### config.mk
export PLATFORM = sky130hd
export DESIGN_NAME = dram_cmd_scheduler
export DESIGN_NICKNAME = d
export VERILOG_FILES = /design/src/rtl/dram_cmd_scheduler.sv
export SDC_FILE = /design/constraint.sdc
export NUM_CORES = 1
export LEC_CHECK = 0
export ABC_AREA = 1
export CAP_MARGIN = 40
export CELL_PAD_IN_SITES_DETAIL_PLACEMENT = 2
export CELL_PAD_IN_SITES_GLOBAL_PLACEMENT = 2
export CORE_AREA = 2 2 248 250
export DETAILED_ROUTE_END_ITERATION = 12
export DIE_AREA = 0 0 250 252
export DONT_BUFFER_PORTS = 1
export PLACE_DENSITY_LB_ADDON = 0.08
export SKIP_CTS_REPAIR_TIMING = 1
export SLEW_MARGIN = 10
export SYNTH_ARGS = -nofsm -noshare
export SYNTH_HDL_FRONTEND = slang
export SYNTH_SLANG_ARGS = --single-unit
### constraint.sdc
create_clock -name clock -period 5.49 [get_ports clock]
set_input_delay 1.647 -clock clock [delete_from_list [all_inputs] [get_ports clock]]
set_output_delay 1.647 -clock clock [all_outputs]
set_load 0.02 [all_outputs]
### src/rtl/dram_cmd_scheduler.sv
// dram_cmd_scheduler: in-order request queue drained into timed closed-page ACT, RD/WR and PRE commands
module dram_cmd_scheduler #(
    parameter int QUEUE_DEPTH   = 16,
    parameter int T_RCD         = 24,
    parameter int T_CL          = 24,
    parameter int T_CWL         = 20,
    parameter int T_BURST       = 4,
    parameter int T_RP          = 24,
    parameter int ADDRESS_WIDTH = 32
) (
    input  logic                         clock,
    input  logic                         reset,
    input  logic                         req_valid,
    input  logic [1:0]                   req_op,
    input  logic [ADDRESS_WIDTH-1:0]     req_address,
    output logic                         req_ready,
    output logic                         cmd_valid,
    output logic [2:0]                   cmd_type,
    output logic [1:0]                   cmd_bank_group,
    output logic [1:0]                   cmd_bank,
    output logic [13:0]                  cmd_addr,
    output logic [$clog2(QUEUE_DEPTH):0] queue_count,
    output logic                         busy
);
    localparam int PW = $clog2(QUEUE_DEPTH);
    localparam int CW = PW + 1;
    localparam logic [1:0] OP_WRITE = 2'd1;
    localparam logic [1:0] OP_NOP   = 2'd3;
    localparam logic [2:0] CMD_ACT = 3'd1, CMD_RD = 3'd2, CMD_WR = 3'd3, CMD_PRE = 3'd4;

    typedef logic [15:0] cnt_t;
    typedef struct packed {
        logic        wr;
        logic [13:0] row;
        logic [1:0]  bg;
        logic [1:0]  bank;
        logic [10:0] col;
    } req_t;
    typedef enum logic [2:0] {IDLE, WAIT_RCD, ISSUE_RW, WAIT_DATA, PRECHARGE, WAIT_RP} state_t;

    req_t mem_q [QUEUE_DEPTH];
    req_t in_req, head, cur_q, cur_d;
    logic [PW-1:0] wr_ptr_q, wr_ptr_d, rd_ptr_q, rd_ptr_d;
    logic [CW-1:0] count_q, count_d;
    logic push, pop, start;
    state_t state_q, state_d;
    cnt_t cnt_q, cnt_d;
    logic cmd_valid_q, cmd_valid_d;
    logic [2:0] cmd_type_q, cmd_type_d;
    logic [1:0] cmd_bg_q, cmd_bg_d, cmd_bank_q, cmd_bank_d;
    logic [13:0] cmd_addr_q, cmd_addr_d;
    logic unused_addr;

    assign unused_addr = ^req_address[2:0];
    assign in_req = '{wr: req_op == OP_WRITE, row: req_address[31:18], bg: req_address[7:6],
                      bank: req_address[9:8], col: {req_address[17:10], req_address[5:3]}};
    assign head      = mem_q[rd_ptr_q];
    assign req_ready = count_q < CW'(QUEUE_DEPTH);
    assign push      = req_valid && req_ready && req_op != OP_NOP;
    // The final WAIT_RP cycle behaves as IDLE so back-to-back ACTs lose no cycle
    assign start     = state_q == IDLE || (state_q == WAIT_RP && cnt_q == '0);
    assign pop       = start && count_q != '0;
    assign count_d   = count_q + CW'(push) - CW'(pop);
    assign wr_ptr_d  = wr_ptr_q + PW'(push);
    assign rd_ptr_d  = rd_ptr_q + PW'(pop);

    always_comb begin
        state_d     = state_q;
        cnt_d       = cnt_q;
        cur_d       = cur_q;
        cmd_valid_d = 1'b0;
        cmd_type_d  = '0;
        cmd_bg_d    = '0;
        cmd_bank_d  = '0;
        cmd_addr_d  = '0;
        if (start) begin
            state_d = pop ? (T_RCD > 1 ? WAIT_RCD : ISSUE_RW) : IDLE;
            if (pop) begin
                cur_d       = head;
                cnt_d       = cnt_t'(T_RCD > 1 ? T_RCD - 2 : 0);
                cmd_valid_d = 1'b1;
                cmd_type_d  = CMD_ACT;
                cmd_bg_d    = head.bg;
                cmd_bank_d  = head.bank;
                cmd_addr_d  = head.row;
            end
        end else begin
            unique case (state_q)
                WAIT_RCD: begin
                    state_d = cnt_q == '0 ? ISSUE_RW : WAIT_RCD;
                    cnt_d   = cnt_q - cnt_t'(1);
                end
                ISSUE_RW: begin
                    state_d     = WAIT_DATA;
                    cnt_d       = cnt_t'(cur_q.wr ? T_CWL + T_BURST - 2 : T_CL + T_BURST - 2);
                    cmd_valid_d = 1'b1;
                    cmd_type_d  = cur_q.wr ? CMD_WR : CMD_RD;
                    cmd_bg_d    = cur_q.bg;
                    cmd_bank_d  = cur_q.bank;
                    cmd_addr_d  = {3'b000, cur_q.col};
                end
                WAIT_DATA: begin
                    state_d = cnt_q == '0 ? PRECHARGE : WAIT_DATA;
                    cnt_d   = cnt_q - cnt_t'(1);
                end
                PRECHARGE: begin
                    state_d     = WAIT_RP;
                    cnt_d       = cnt_t'(T_RP - 1);
                    cmd_valid_d = 1'b1;
                    cmd_type_d  = CMD_PRE;
                    cmd_bg_d    = cur_q.bg;
                    cmd_bank_d  = cur_q.bank;
                end
                WAIT_RP: cnt_d = cnt_q - cnt_t'(1);
                default: state_d = IDLE;
            endcase
        end
    end

    always_ff @(posedge clock) begin
        if (reset) begin
            state_q     <= IDLE;
            cnt_q       <= '0;
            cur_q       <= '0;
            count_q     <= '0;
            wr_ptr_q    <= '0;
            rd_ptr_q    <= '0;
            cmd_valid_q <= 1'b0;
            cmd_type_q  <= '0;
            cmd_bg_q    <= '0;
            cmd_bank_q  <= '0;
            cmd_addr_q  <= '0;
        end else begin
            state_q     <= state_d;
            cnt_q       <= cnt_d;
            cur_q       <= cur_d;
            count_q     <= count_d;
            wr_ptr_q    <= wr_ptr_d;
            rd_ptr_q    <= rd_ptr_d;
            cmd_valid_q <= cmd_valid_d;
            cmd_type_q  <= cmd_type_d;
            cmd_bg_q    <= cmd_bg_d;
            cmd_bank_q  <= cmd_bank_d;
            cmd_addr_q  <= cmd_addr_d;
        end
    end

    always_ff @(posedge clock) begin
        if (push && !reset) mem_q[wr_ptr_q] <= in_req;
    end

    assign cmd_valid      = cmd_valid_q;
    assign cmd_type       = cmd_type_q;
    assign cmd_bank_group = cmd_bg_q;
    assign cmd_bank       = cmd_bank_q;
    assign cmd_addr       = cmd_addr_q;
    assign queue_count    = count_q;
    assign busy           = state_q != IDLE;
endmodule
==> metrics.txt, run 1 <==
layout cells sized above 1=9.10%; R2R Setup Slk=2.27 ns; Cells after DPL=2,628; synth top area cells=edfxtp_1 (65%), dfxtp_1 (6.3%), nand3_1 (5.3%); Reg clk slew, reported paths=0.06 ns; row count=90; Die ar.=about 0.063 mm2; CP bufs+invs=3; final hold violation count=0; Critical Path, Cell by Cell=nand2_1 > inv_1 > nor3_1 > inv_1 > nor2_1 > nand3_1 > nor2_4 > buf_4; Layout area overhead=13.4%; WHS Path Cells=2; Rel. slew slack=37.0%; CTS tree=built; # port buffers=0; Die H=252 um; status=complete, no violations; min Tclk post-route=3.59 ns; Final Cycle Share=about 65%; R2R Path Start=cnt_q[0]; CORE AREA=0.0601 mm2; clock skew=0.0261 ns; drt first pass iters=5; worst r2r path cells=16; Slew @ Worst Pin=0.946 ns; CTS H-Tree Depth=2; Top FF cell, synth=edfxtp_1; number of global-route vias before repair=~16,000; CP dominant cell by count=inv_1; Num CTS Buffers=60; count of final max-slew check failures=0; final setup fails=0; initial antenna violation count=1; post-synthesis sequential area ratio=between 70% and 80%; Critical Path Start Type=input port; Ys Warns=0; hpwl dp=39,200 um; RSZ-0062 raised after global routing=false; largest net degree at the start of global routing=171; Bufs on Longest Clock Path=3; maximum vdd drop=0.000307 V; first-pass GRT wire length=104,000 um; iteration-0 DRC count of the detailed router=964; gpl congestion=0.740; pre-CTS WS=between 1 and 1.5 ns; Worst path max stage delay=roughly 0.5 ns; Crit path depth=8; most instantiated cells after synthesis=edfxtp_1 (480), nor2_1 (296), nand2_1 (291), nand3_1 (233), o21ai_0 (172); DRT antenna net count=0; syn nets=1,969; Final Non-Filler Cells=2,738; GRT overflow=0; fraction of registers with async set/reset=0%; global-route usage over all layers=21.9%; Post-synth EDFFs=480; flops & latches, synth=550; worst hold path type=flip-flop to flip-flop; RR Endpoint=queue_count[4]; Synth area leader=edfxtp_1; maxcap violations=0; Post-Syn Instances=1,920; slowest stage cell, crit path=nor2_4; Min-Delay Endpoint=cmd_bank[1]; Multi-input gate area=around 0.0057 mm2; post-synthesis area per instance=11.6 um2; drt total wl=67,900 um; Unique masters post-synth=38; routed length per instance=24.8 um; via count=14,700; ANT cells=0; Crit Path Category=input port to flip-flop; clk sinks=550; register area=0.0158 mm2; Worst Setup End Kind=flip-flop; area share of the largest cell type after synthesis=roughly 65%; Chip Width=about 250 um; most common cell in the netlist=edfxtp_1; CTS Root Cell=clkbuf_16; Remaining DRCs=0; Via density=5.38; CP max FO=20; CP Data Arrival Time=roughly 3.9 ns; Leakage Power=8.70 nW; synthesized area=around 0.022 mm2; WP data required=5.75 ns; CP top delay family=simple AND/OR/NAND/NOR gates; FMAX=0.279 GHz; pwr dens=476 mW/mm2; fin nets=1,958; Initial Util=36.9%; num ports=66; Worst-Skew Late Latency=0.63 ns; hold path startpoint=cur_q[12]; Final WS setup=roughly 1.9 ns; Setup TNS Final=0 ns; # fillers=6,138
## worst min-delay path: stages, from the launching register on
cell and delay [ns]:
dfxtp_1 0.31, nand2_1 0.06, nand2_1 0.05
## power by group
part	switching, W	total, W	leakage, nW	internal (W)
clock network	0.00168	0.00403	0.926	0.00235
registers	0.000308	0.00505	4.90	0.00475
logic	0.00206	0.00290	2.87	0.000838
## state kept, by name, summed over array words and instances, names as in the netlist
register        count
cur_q              16
rd_ptr_q            4
cmd_type            3
state_q             3
mem_q             480
cmd_addr           14
cmd_bank            2
cmd_bank_group      2
cmd_valid           1
wr_ptr_q            4
queue_count         5
cnt_q              16
## worst max-delay path by stage
stage	from	endpoint
after floorplan	req_op[0]	mem_q[10][0]
after global routing	req_op[0]	mem_q[14][6]
after global placement	req_op[0]	mem_q[14][28]
final	req_op[0]	mem_q[14][6]
after CTS	req_op[0]	mem_q[14][12]
after detailed placement	req_op[0]	mem_q[14][8]
## layout by cell type (no fill, tap or decap), drive strengths merged
cell,n
edfxtp,480
nand2,308
nor2,303
nand3,234
o21ai,192
inv,78
clkbuf,76
dfxtp,70
a21oi,65
buf,38
o211ai,37
clkinv,22
ha,11
o22ai,10
bufinv,7
xor2,6
xnor2,4
nand4,4
clkinvlp,4
nor3,3
a31oi,1
and3,1
o21bai,1
fa,1
## stage by stage
step	util (%)	area, um2	hold WS (ns)	power, W
floorplan	-	22200	0.427	0.00712
global placement	38.6	23200	0.443	0.00800
detailed placement	38.6	23200	0.452	0.00809
CTS	41.8	25200	0.456	0.0122
global route	41.8	25200	0.481	0.0127
finish	41.8	25200	0.450	0.0120
## kinds of logic (layout without fill, tap and decap cells)
logic type	Yosys count	in the layout	synth area share, %
adder cells (fa/ha/maj)	12	12	0.710
buffers and inverters	189	225	3.74
flip-flops	550	550	71.3
AO/OA/AOI/OAI	306	306	7.53
XOR/XNOR	10	10	0.395
AND/OR/NAND/NOR	853	853	16.4
## per-layer routing
layer  part of all wire, %  global-route usage, %
met1                    45                   29.1
met2                    49                   37.8
met3                   4.0                   3.30
met4                   2.0                   5.51
met5                     0                      0
## layout make-up
type                            count  share of cell area [%]
Clock buffer                       76                    6.29
Clock inverter                     33                    1.38
Inverter                           78                    1.20
Multi-Input combinational cell   1181                    22.5
Sequential cell                   550                    62.9
Tap cell                          782                    3.89
Timing Repair Buffer               38                    1.81
(Power assumes the default switching activity.)
==> run 2: changes to the inputs <==
Clock period 5.49 ns to 3.05 ns, I/O delays scaled along.
==> metrics.txt, run 2 (synthesized netlist as in run 1, its figures left out) <==
status=complete, no violations; CP Data Arrival Time=3.21 ns (-0.64 ns); gpl congestion=0.756 (+2.2%); CTS H-Tree Depth=3 (+1); row count=90 (unchanged); total power=0.0221 W (+85%); Die ar.=0.0630 mm2 (unchanged); number of global-route vias before repair=16,400 (+0.58%); CTS Root Cell=clkbuf_16; CORE AREA=0.0601 mm2 (unchanged); Final Cycle Share=89.3%; num ports=66 (unchanged); final setup fails=0 (unchanged); routed length per instance=25.0 um (+0.77%); RSZ-0062 raised after global routing=false; count of final max-slew check failures=0 (unchanged); drt first pass iters=5 (unchanged); Initial Util=36.9% (unchanged); FMAX=~0.37 GHz; Worst-Skew Late Latency=0.61 ns (-0.02 ns); iteration-0 DRC count of the detailed router=873 (-9.4%); Crit Path Category=flip-flop to flip-flop; first-pass GRT wire length=105,000 um (+1.4%); Via density=5.37 (about the same); GRT overflow=0 (unchanged); clock skew=0.0154 ns (-0.0107 ns); Die H=252 um (unchanged); # port buffers=0 (unchanged); Layout area overhead=16.0%; Num CTS Buffers=66 (+10%); max reg flops=480 (unchanged); layout cells sized above 1=11.2% (+2.1 points); pre-CTS WS=0.0945 ns (-1.11 ns); global-route usage over all layers=22.3% (+0.41 points); final hold violation count=0 (unchanged); CP top delay family=adder cells; commonest non-fill, non-tap cell in the layout=edfxtp_1; maximum vdd drop=0.000579 V (+89%); CP bufs+invs=3 (unchanged); drt total wl=69,400 um (+2.3%); WP data required=3.54 ns (-2.21 ns); fin nets=1,997 (+2.0%); Bufs on Longest Clock Path=3 (unchanged); via count=14,900 (+1.5%); Final WS setup=0.326 ns (-1.57 ns); Critical Path, Cell by Cell=inv_1 > ha_1 > nand2_2 > nor2_4 > nand3_2 > nand2_4 > nand2_8 > clkinv_2 > ha_1 > inv_1 > ha_1 > fa_1 > a21oi_1 > o21ai_0 > o21ai_0 > a21oi_1; Chip Width=250 um (unchanged); CTS tree=built; Remaining DRCs=0 (unchanged); Worst path max stage delay=0.42 ns (-0.08 ns); Cells after DPL=2,662 (+1.3%); initial antenna violation count=0 (-1); DRT antenna net count=0 (unchanged); min Tclk post-route=about 2.7 ns; worst hold path type=input port to flip-flop; largest net degree at the start of global routing=105 (-39%); CP max FO=4 (-80%); slowest stage cell, crit path=fa_1; Worst Setup End Kind=flip-flop; Leakage Power=8.99 nW (+3.4%); Largest regs=mem_q x480, cnt_q x16, cur_q x16; Top reg by flops=mem_q; commonest non-fill, non-tap cells in the layout=edfxtp_1 (480), nand2_1 (291), nor2_1 (280); Reg clk slew, reported paths=0.06 ns (about the same); Slew @ Worst Pin=0.816 ns (-0.129 ns); Critical Path Start Type=flip-flop; maxcap violations=0 (unchanged); CP dominant cell by count=ha_1; clk sinks=550 (unchanged); pwr dens=860 mW/mm2 (+81%); Rel. slew slack=45.6% (+8.6 points); Final Non-Filler Cells=2,780 (+1.5%); hpwl dp=40,500 um (+3.3%)
[run 2: cell count changes in the layout (fill, tap and decap cells not counted), moves of 2 or more]
cell	delta
clkbuf_8	+7
clkbuf_1	+2
inv_6	+5
clkinv_8	+2
bufinv_16	-6
clkinvlp_4	-3
clkbuf_16	+7
clkinv_1	-6
buf_12	+19
buf_4	+17
[run 2: final cells by class]
type | instances | area (um2)
fillers | 6122 | 34400
diodes | 1 | 2.50
well taps | 782 | 978
multi-input cells | 1181 | 5670
clock inverters | 25 | 186
inverters | 78 | 302
clock buffers | 92 | 1860
flip-flops and latches | 550 | 15800
repair buffers | 71 | 921
[run 2: path summary, 6_finish.rpt]
path	from	endpoint	slack, ns	cells past startpoint
max	cnt_q[0]	queue_count[4]	0.33	16
min reg2reg	cur_q[13]	cmd_bank_group[0]	0.46	2
min	reset	cnt_q[9]	0.38	1
max reg2reg	cnt_q[0]	queue_count[4]	0.33	16
[run 2: stage by stage]
stage                     utilization [%]  area (um2)  hold slack, ns  TNS [ns]
final                                42.8       25700           0.381         0
after global routing                 42.8       25700           0.341         0
after CTS                            42.8       25700           0.335         0
after global placement               39.4       23700           0.445         0
after detailed placement             39.4       23700           0.461         0
after floorplan                         -       22200           0.427    -83.92
[run 2: per-layer routing]
| metal | wire, um | vias to the layer above | track usage [%] |
|---|---|---|---|
| li1 | - | 6827 | - |
| met1 | 31900 | 7825 | 29.9 |
| met2 | 34200 | 202 | 38.4 |
| met3 | 2030 | 88 | 3.37 |
| met4 | 1270 | 0 | 5.22 |
| met5 | 0 | - | 0 |
[run 2: worst reg2reg max path, stage by stage, from the launching register on]
cell      delay (ns)
dfxtp_1         0.35
inv_1           0.06
ha_1            0.26
nand2_2         0.15
nor2_4          0.07
nand3_2         0.10
nand2_4         0.10
nand2_8         0.07
clkinv_2        0.05
ha_1            0.27
inv_1           0.04
ha_1            0.20
fa_1            0.42
a21oi_1         0.15
o21ai_0         0.11
o21ai_0         0.16
a21oi_1         0.05
[run 2: where the power goes]
part           internal (W)  leakage (nW)  switching (W)
Combinational       0.00172          3.10        0.00394
Sequential          0.00854          4.90       0.000420
Clock               0.00437          1.00        0.00315
Total                0.0146          8.99        0.00751
==> run 3: changes to the inputs <==
Settings changed: BUFFER_PORTS_ARGS from default to -buffer_cell sky130_fd_sc_hd__buf_2, DONT_BUFFER_PORTS 1 to default.
==> metrics.txt, run 3 (synthesized netlist as in run 1, its figures left out) <==
status=complete, no violations; ANT cells=0 (-1); Placed Area=0.0242 mm2 (+2.2%); Bufs on Longest Clock Path=3 (unchanged); final hold violation count=0 (unchanged); # port buffers=62 (+62); maximum vdd drop=0.000522 V (-9.8%); Setup TNS Final=0 ns (unchanged); FMAX=0.358 GHz (-2.4%); Slew @ Worst Pin=0.725 ns (-0.0920 ns); Initial Util=36.9% (unchanged); CP bufs+invs=3 (unchanged); routed length per instance=24.5 um (-1.9%); Design Area, Final=0.0262 mm2 (+1.9%); Leakage Power=9.33 nW (+3.7%); clk sinks=550 (unchanged); number of global-route vias before repair=16,700 (+1.6%); Remaining DRCs=0 (unchanged); RSZ-0062 raised after global routing=false; hpwl dp=43,400 um (+7.1%); CP Data Arrival Time=3.29 ns (+0.08 ns); via count=15,000 (+0.64%); # fillers=6,163 (+0.67%); Worst Setup End Kind=flip-flop; Reg clk slew, reported paths=0.06 ns (about the same); Crit Path Category=flip-flop to flip-flop; count of final max-slew check failures=0 (unchanged); max reg flops=480 (unchanged); slowest stage cell, crit path=fa_1; worst hold slack=0.463 ns (+0.0823 ns); Via density=5.28 (-1.7%); row count=90 (unchanged); CORE AREA=0.0601 mm2 (unchanged); CP dominant cell by count=ha_1; commonest non-fill, non-tap cell in the layout=edfxtp_1; Layout area overhead=18.2%; Num CTS Buffers=61 (-7.6%); global-route usage over all layers=22.4% (+0.057 points); drt first pass iters=4 (-1); CTS H-Tree Depth=2 (-1); Critical Path, Cell by Cell=inv_1 > ha_1 > nand2_2 > nor2_4 > nand3_2 > nand2_4 > nand2_8 > clkinv_2 > ha_1 > inv_1 > ha_1 > fa_1 > a21oi_1 > o21ai_0 > o21ai_0 > a21oi_1; maxcap violations=0 (unchanged); initial antenna violation count=2 (+2); gpl congestion=0.750 (-0.87%); drt total wl=69,800 um (+0.49%); Die ar.=0.0630 mm2 (unchanged); layout cells sized above 1=14.1% (+2.9 points); Chip Width=250 um (unchanged); worst hold path type=flip-flop to flip-flop; CTS tree=built; iteration-0 DRC count of the detailed router=827 (-5.3%); Critical Path Start Type=flip-flop; WP data required=3.55 ns (about the same); Worst-Skew Late Latency=0.64 ns (+0.03 ns); min Tclk post-route=2.79 ns (+0.0673 ns); largest net degree at the start of global routing=94 (-10%); Final Cycle Share=91.5% (+2.2 points); Largest regs=mem_q x480, cnt_q x16, cur_q x16; CP max FO=5 (+1); clock skew=0.0340 ns (+0.0187 ns); first-pass GRT wire length=106,000 um (+0.43%); Top reg by flops=mem_q; fin nets=2,063 (+3.3%); CTS Root Cell=clkbuf_16; Rel. slew slack=51.2% (+5.6 points); commonest non-fill, non-tap cells in the layout=edfxtp_1 (480), nand2_1 (291), nor2_1 (280); CP top delay family=adder cells; num ports=66 (unchanged); DRT antenna net count=0 (unchanged); Worst path max stage delay=0.43 ns (about the same); pwr dens=857 mW/mm2 (-0.36%); final setup fails=0 (unchanged); GRT overflow=0 (unchanged); Die H=252 um (unchanged); total power=0.0225 W (+1.5%)
run 3: worst paths after layout:
path | to | from | cells past startpoint | slack [ns]
hold reg to reg | cmd_bank[0] | cur_q[11] | 2 | 0.46
setup reg to reg | queue_count[4] | cnt_q[0] | 16 | 0.26
setup / recovery | queue_count[4] | cnt_q[0] | 16 | 0.26
hold / removal | cmd_bank[0] | cur_q[11] | 2 | 0.46
run 3: worst min-delay path, delay by kind of cell, from the launching register on:
kind / cells / cell delay [ns]
flops: 1 / 0.31
simple gates: 2 / 0.11
run 3: cell type report:
class	instances	area [um2]	share of cell area (%)
flip-flops and latches	550	15800	60.3
multi-input cells	1181	5670	21.6
clock buffers	79	1660	6.31
repair buffers	142	1450	5.52
well taps	782	978	3.73
clock inverters	35	358	1.36
inverters	78	302	1.15
run 3: power by group:
group	internal [W]	total [W]	switching (W)
Combinational	0.00183	0.00627	0.00444
Sequential	0.00854	0.00877	0.000230
Clock	0.00439	0.00745	0.00305
run 3: through the flow:
| stage | utilization, % | worst slack (ns) | instances |
|---|---|---|---|
| floorplan | - | -0.235 | 1920 |
| global route | 43.6 | 0.0658 | 2847 |
| detailed placement | 40.3 | 0.0124 | 2733 |
| finish | 43.6 | 0.259 | 2847 |
| global placement | 40.3 | -0.0137 | 2733 |
| CTS | 43.6 | 0.238 | 2847 |
run 3: layer usage:
layer / vias to the layer above / wire [um] / track usage, %
li1: 6941 / - / -
met1: 7772 / 30500 / 28.7
met2: 220 / 35400 / 39.5
met3: 101 / 1990 / 2.81
met4: 4 / 1870 / 7.20
met5: - / 34 / 0
